### src/rtl/bus_arbiter.sv
// -----------------------------------------------------------------------------
// bus_arbiter
//
// Shares the CPU main and address buses between the microcode control unit
// and up to NREQ external bus masters. Ownership only changes hands at
// instruction boundaries (step counter restart). A one-cycle dead cycle
// separates the control word and any external grant in both directions.
//
// Parameters:
//   NREQ        number of external requesters (1..8)
//   HOLD_MAX    maximum consecutive grant cycles per tenure, 0 = unlimited
//
// Ports:
//   clk          in   system clock, rising edge
//   rstn         in   asynchronous active-low reset
//   step_resetn  in   low in the cycle the microcode step counter restarts
//   req          in   per-requester level request, held until done
//   gnt          out  one-hot registered grant
//   ctrlen       out  registered, 1 = control word drives the buses
//   busy         out  1 whenever the arbiter is not in RUN
//   ovf          out  sticky flag, a tenure was cut by HOLD_MAX
// -----------------------------------------------------------------------------
module bus_arbiter #(
    parameter int NREQ     = 2,
    parameter int HOLD_MAX = 255
) (
    input  logic            clk,
    input  logic            rstn,
    input  logic            step_resetn,
    input  logic [NREQ-1:0] req,
    output logic [NREQ-1:0] gnt,
    output logic            ctrlen,
    output logic            busy,
    output logic            ovf
);

    localparam int IW = (NREQ > 1) ? $clog2(NREQ) : 1;
    localparam int CW = (HOLD_MAX > 0) ? $clog2(HOLD_MAX + 1) : 1;

    localparam logic [1:0] ST_RUN      = 2'd0;
    localparam logic [1:0] ST_HANDOVER = 2'd1;
    localparam logic [1:0] ST_GRANT    = 2'd2;
    localparam logic [1:0] ST_RELEASE  = 2'd3;

    localparam logic [CW-1:0] CNT_LAST   = (HOLD_MAX > 0) ? CW'(HOLD_MAX - 1) : '0;
    localparam logic [IW-1:0] LAST_RESET = IW'(NREQ - 1);

    logic [1:0]      state_q, state_d;
    logic [IW-1:0]   win_q, win_d;
    logic [IW-1:0]   last_q, last_d;
    logic [CW-1:0]   cnt_q, cnt_d;
    logic            granted_q, granted_d;
    logic            ovf_q, ovf_d;
    logic [NREQ-1:0] gnt_q, gnt_d;
    logic            ctrlen_q, ctrlen_d;

    logic [IW-1:0]   pick;
    logic            found;
    int              idx;

    // Round-robin search: first set request starting just above the most
    // recently granted index, wrapping around. Reset leaves last at NREQ-1
    // so requester 0 wins the first contest.
    always_comb begin
        pick  = '0;
        found = 1'b0;
        idx   = 0;
        for (int i = 1; i <= NREQ; i++) begin
            idx = (int'(last_q) + i) % NREQ;
            if (!found && req[idx[IW-1:0]]) begin
                found = 1'b1;
                pick  = idx[IW-1:0];
            end
        end
    end

    // Tenure sequencing. The winner is latched at the boundary and only its
    // own request line matters afterwards; other requesters are ignored
    // until the next contest. The boundary strobe is only honoured in RUN,
    // so a request held across RELEASE waits a whole instruction.
    always_comb begin
        state_d   = state_q;
        win_d     = win_q;
        last_d    = last_q;
        cnt_d     = cnt_q;
        granted_d = granted_q;
        ovf_d     = ovf_q;

        case (state_q)
            ST_RUN: begin
                if (!step_resetn && found) begin
                    state_d = ST_HANDOVER;
                    win_d   = pick;
                end
            end
            ST_HANDOVER: begin
                // A request withdrawn during turnaround gets no grant and
                // does not advance the round-robin pointer.
                granted_d = req[win_q];
                cnt_d     = '0;
                state_d   = req[win_q] ? ST_GRANT : ST_RELEASE;
            end
            ST_GRANT: begin
                cnt_d = cnt_q + 1'b1;
                if (!req[win_q]) begin
                    state_d = ST_RELEASE;
                end else if ((HOLD_MAX != 0) && (cnt_q == CNT_LAST)) begin
                    state_d = ST_RELEASE;
                    ovf_d   = 1'b1;
                end
            end
            ST_RELEASE: begin
                if (granted_q) begin
                    last_d = win_q;
                end
                state_d = ST_RUN;
            end
            default: begin
                state_d = ST_RUN;
            end
        endcase
    end

    // Outputs are decoded from the next state so they come straight off
    // flops, which keeps gnt and ctrlen glitch-free on the shared buses.
    always_comb begin
        gnt_d    = '0;
        ctrlen_d = (state_d == ST_RUN);
        if (state_d == ST_GRANT) begin
            gnt_d = NREQ'(1) << win_d;
        end
    end

    // Asynchronous reset abandons any tenure immediately: gnt drops and the
    // control word reclaims the buses without waiting for a clock.
    always_ff @(posedge clk or negedge rstn) begin
        if (!rstn) begin
            state_q   <= ST_RUN;
            win_q     <= '0;
            last_q    <= LAST_RESET;
            cnt_q     <= '0;
            granted_q <= 1'b0;
            ovf_q     <= 1'b0;
            gnt_q     <= '0;
            ctrlen_q  <= 1'b1;
        end else begin
            state_q   <= state_d;
            win_q     <= win_d;
            last_q    <= last_d;
            cnt_q     <= cnt_d;
            granted_q <= granted_d;
            ovf_q     <= ovf_d;
            gnt_q     <= gnt_d;
            ctrlen_q  <= ctrlen_d;
        end
    end

    assign gnt    = gnt_q;
    assign ctrlen = ctrlen_q;
    assign busy   = (state_q != ST_RUN);
    assign ovf    = ovf_q;

endmodule

### config.mk
export PLATFORM = sky130hd
export DESIGN_NAME = bus_arbiter
export DESIGN_NICKNAME = d
export VERILOG_FILES = /design/src/rtl/bus_arbiter.sv
export SDC_FILE = /design/constraint.sdc
export NUM_CORES = 1
export LEC_CHECK = 0
export BUFFER_PORTS_ARGS = -buffer_cell sky130_fd_sc_hd__buf_2
export CORE_MARGIN = 8
export CORE_UTILIZATION = 30
export DETAILED_ROUTE_END_ITERATION = 8
export HOLD_SLACK_MARGIN = 0.12
export PLACE_DENSITY = 0.44
export SLEW_MARGIN = 20
export SYNTH_ARGS = -nofsm -noshare
export SYNTH_HDL_FRONTEND = slang
export SYNTH_SLANG_ARGS = --single-unit
export TNS_END_PERCENT = 30
### constraint.sdc
create_clock -name clk -period 2.2 [get_ports clk]
set_clock_uncertainty 0.2 [all_clocks]
set_input_delay 0.33 -clock clk [delete_from_list [all_inputs] [get_ports clk]]
set_output_delay 0.33 -clock clk [all_outputs]
set_load 0.01 [all_outputs]
Word level (Yosys, flattened, before mapping)
Cells that the tools add are included.

Bits in registers: 17. Logic and storage cells: 49. Output and inout port bits: 5.

Shifts and indexed selects: 1. Reduce and logical (&&, ||, !) cells: 10. Equal/unequal tests: 5. Mux-type cells: 19. Order comparisons: 3. Add/sub/neg operators: 3.

Operators with widths (number): 8-bit one-hot mux with 2 select lines (1); 1-bit 2-to-1 mux (13); 8-bit by 1-bit adder with 8-bit output (second input constant) (1); 8-bit == test (second input constant) (1); 2-bit 2-to-1 mux (4); 2-bit one-hot mux with 4 select lines (1); 2-bit == test (second input constant) (3); 1-bit by 2-bit less-than comparator with 1-bit output (second input constant) (3); 2-bit logical NOT (2); 2-bit nonzero test (2); 3-bit AND reduction (1); 1-bit adder (second input constant) (2); 2-bit by 1-bit == test with 1-bit output (second input constant) (1); 1-bit logical AND (2); 1-bit logical NOT (2); 2-bit AND reduction (1); 1-bit by 1-bit left shift with 2-bit output (first input constant) (1).

Logic depth before layout (Yosys ltp)
Depth in word-level cells: 12. Gate-level depth with buffers: 6. Mapped depth without buffers: 6.

Least setup slack after synthesis
No wires, ideal clock.

Path type: register -> register. Start: register state_q[0]. End: register cnt_q[5]. Data arrival time: 1.513 ns. Buffers on the path: 0. Setup slack: 0.410 ns. Cell stages (with the launch flop): 6. Clock period less this slack: 1.790 ns. Setup time: 0.077 ns. Data required time: 1.923 ns. Path through: dfrtp_1 > inv_1 > ha_1 > nand4_2 > or3_1 > a21oi_1.

Longest elaborated chain between the ends: 2.

Ends and longest elaborated chain: from (decl) (line 48) `logic [1:0] state_q, state_d;`; from (signal assigned) (line 147) `state_q <= state_d;`; 2-bit == test / 2-bit by 1-bit == test with 1-bit output (equally long branches) (line 89) `case (state_q)`; 8-bit one-hot mux with 2 select lines / 2-bit nonzero test (equally long branches); to (signal assigned) (line 150) `cnt_q <= cnt_d;`; to (decl) (line 51) `logic [CW-1:0] cnt_q, cnt_d;`.

Several ways; a longest one is shown, not always the timed one. A chain may end at the register's enable or synchronous reset.

Worst setup path after layout
Same ends and word-level chain as after synthesis.

==> results.md <==
* Status: complete, no violations
* Pint at 0.6791 mW
* Antenna Cells at 0
* DIE HEIGHT at 69.53 um
* F_max at 0.5089 GHz
* Worst reg2reg endpoint: cnt_q[5]
* Total congestion overflow at 0
* Hold_sp: req[1]
* # rows at 19
* I/O pin cnt at 10
* Synth top area share at 43.67%
* Clock-pin slew on the worst setup and hold paths at 0.10 ns
* Die area at 4834 um2
* Normalized max-slew margin at 73.83%
* ANT nets after route at 0
* Crit end category: flip-flop
* Post-synthesis sequential area ratio at 49.78%
* Initial drt markers at 22
* Root Buffer: clkbuf_4
* Fin util at 36.25%
* Warning count from the yosys run at 0
* Worst Tran Pin Value at 0.3817 ns
* Cell leakage power at 0.4802 nW
* RR Startpoint: state_q[0]
* CTS tree: yes
* Clock Path Buffers at 2
* Crit path max fanout at 9
* # port buffers at 9
* Largest net degree at the start of global routing at 18
* Post-Synthesis Cells at 80
* CP Launch Type: flip-flop
* Clk Latency, worst-skew pair at 0.29 ns
* DP HPWL at 1.240 mm
* Switch share at 41.59%
* Worst r2r path cells at 5
* Hold EP: win_q
* Chip Width at 69.53 um
* Unrepaired setup endpoints after global routing: no
* Cts repair resizes at 0
* Netlist cell types at 28
* Mapped cell area at 859.6 um2
* Syn nets at 92
* Detailed Route WL at 1.631 mm
* Fin. max-slew vios at 0
* Share of cells above drive strength 1 at 23.16%
* Inserted Clock Buffers at 3
* Vias in the first global route at 647
* R2R setup slack at 0.23 ns
* Starting Density at 31.44%
* Power per Cell Area at 1173 nW/um2
* Initial DRT Pass Iterations at 4
* Yosys reg bits at 17
* Clock share of power at 14.2%
* Vias per inst at 5.016
* Peak supply drop at 0.7862 mV
* Maxcap violations at 0
* Fillers at 263
* Sequential power share at 40.5%
* Final Non-Filler Cells at 126
* Hold path depth at 3
* Setup Crit Path Kind: flip-flop to flip-flop
* GRT Overall Usage at 7.361%
* Hold slack at 0.2063 ns
* Layout area overhead at 15.28%
* Syn avg cell area at 10.74 um2
* DR DRC count at 0
* Design area at 991.0 um2
* Tmin final at 1.965 ns
* Synth area leaders: dfrtp_1 44%, ha_1 10%, dfstp_2 6.1%
* Avg WL per Cell at 12.94 um
* Setup violators final at 0
* Dpl cells at 120
* CTS sink cnt at 17
* Vias at 632
* NumNets Final at 108
* DP Area at 943.4 um2
* Comb power frac at 45.3%
* Switch Pwr at 0.4836 mW
* Endpoints failing hold at 0
* Final TNS setup at 0 ns
* WP data arrival at 1.98 ns
* First-pass GRT wire length at 2.973 mm
* Hold/Removal Path Class: primary input to flip-flop
* Initial antenna violation count at 0
* H-tree Lvls at 1
* Final period utilization at 89.33%
* Worst EP required at 2.21 ns
* Core Box Area at 2734 um2
* RePlAce Congestion at 0.7978
* Synth area leader: dfrtp_1
cell usage after synthesis (all sizes together):
| master | count |
|---|---|
| dfrtp | 15 |
| ha | 7 |
| inv | 6 |
| nor2 | 6 |
| o21ai | 6 |
| a21oi | 5 |
| nand2 | 5 |
| and3 | 3 |
| a31o | 2 |
| a31oi | 2 |
| dfstp | 2 |
| mux2i | 2 |
| nand3 | 2 |
| nand4 | 2 |
| o31ai | 2 |
| or3 | 2 |
| a211oi | 1 |
| a22o | 1 |
| and4 | 1 |
| mux2 | 1 |
| nand2b | 1 |
| nor2b | 1 |
| nor3 | 1 |
| nor3b | 1 |
| o21bai | 1 |
| o22ai | 1 |
| xor2 | 1 |
worst max-delay path: stages (launching register included):
cell and delay [ns]:
dfrtp_1 0.42, inv_1 0.11, ha_1 0.45, nand4_2 0.19
or3_1 0.37, a21oi_1 0.15
through the flow:
step | power (mW) | setup slack, ns
4_1_cts | 1.188 | 0.2238
2_1_floorplan | 0.8606 | 0.4097
6_report | 1.163 | 0.2348
3_5_place_dp | 1.015 | 0.2356
3_3_place_gp | 1.017 | 0.3110
5_1_grt | 1.283 | 0.05258
worst max path at each step:
stage                     cells past startpoint  slack, ns       end       start
after floorplan                               5       0.41  cnt_q[5]  state_q[0]
after global placement                        5       0.31  cnt_q[5]  state_q[0]
after detailed placement                      5       0.24  cnt_q[5]  state_q[0]
after CTS                                     5       0.22  cnt_q[5]  state_q[0]
after global routing                          5       0.05  cnt_q[5]  state_q[0]
final                                         5       0.23  cnt_q[5]  state_q[0]
power groups by stage:
stage / Sequential, mW / Clock [mW] / Combinational, mW
after floorplan: 0.473 / 0 / 0.388
after global placement: 0.476 / 0 / 0.541
after detailed placement: 0.478 / 0 / 0.538
after CTS: 0.471 / 0.176 / 0.541
after global routing: 0.482 / 0.193 / 0.609
final: 0.471 / 0.165 / 0.527
flip-flops by register name (all words and copies together) (netlist names):
signal	cells
last_q	1
ctrlen	1
granted_q	1
win_q	1
cnt_q	8
state_q	2
gnt	2
ovf	1
cell type report:
| class | instances | area [um2] | area share, % |
|---|---|---|---|
| Sequential cell | 17 | 427.9 | 43.18 |
| Timing Repair Buffer | 11 | 65.06 | 6.566 |
| Inverter | 6 | 22.52 | 2.273 |
| Multi-Input combinational cell | 57 | 409.1 | 41.29 |
| Tap cell | 31 | 38.79 | 3.914 |
| Clock inverter | 1 | 5.005 | 0.5051 |
| Clock buffer | 3 | 22.52 | 2.273 |
metal layers:
metal  vias to the layer above  wire (um)  track usage [%]
met1                       305        797            8.706
met3                         2         47            2.718
met5                         -          0                0
li1                        320          -                -
met4                         0         14            2.050
met2                         5        771            12.09
timing repair:
| item | CTS | global route |
|---|---|---|
| buffers inserted | 0 | 0 |
| endpoints found under the hold margin | 18 | 0 |
| hold buffers | 2 | 0 |
placed cells by master (no fill, tap or decap), types with 2 or more instances in the layout:
master | synthesis | routed
nand3_1 | 2 | 2
mux2i_1 | 2 | 2
inv_1 | 6 | 6
and3_1 | 3 | 3
a31oi_1 | 2 | 2
dlygate4sd3_1 | 0 | 2
a21oi_1 | 5 | 5
or3_1 | 2 | 2
nor2_1 | 6 | 6
nand2_1 | 5 | 5
dfstp_2 | 2 | 2
o21ai_0 | 6 | 6
buf_2 | 0 | 9
dfrtp_1 | 15 | 15
ha_1 | 7 | 7
clkbuf_4 | 0 | 3
a31o_2 | 2 | 2
o31ai_1 | 2 | 2
logic make-up (layout without fill, tap and decap cells):
family                     after synthesis  count (layout)  share of synthesized area [%]
buffers and inverters                    6              21                          2.620
muxes                                    3               3                          3.639
adders and majority gates                7               7                          10.19
xor gates and xnor gates                 1               1                          1.019
and+or+nand+nor                         25              25                          16.30
DFF                                     17              17                          49.78
AOI/OAI and AO/OA                       21              21                          16.45
(Power assumes the default switching activity.)
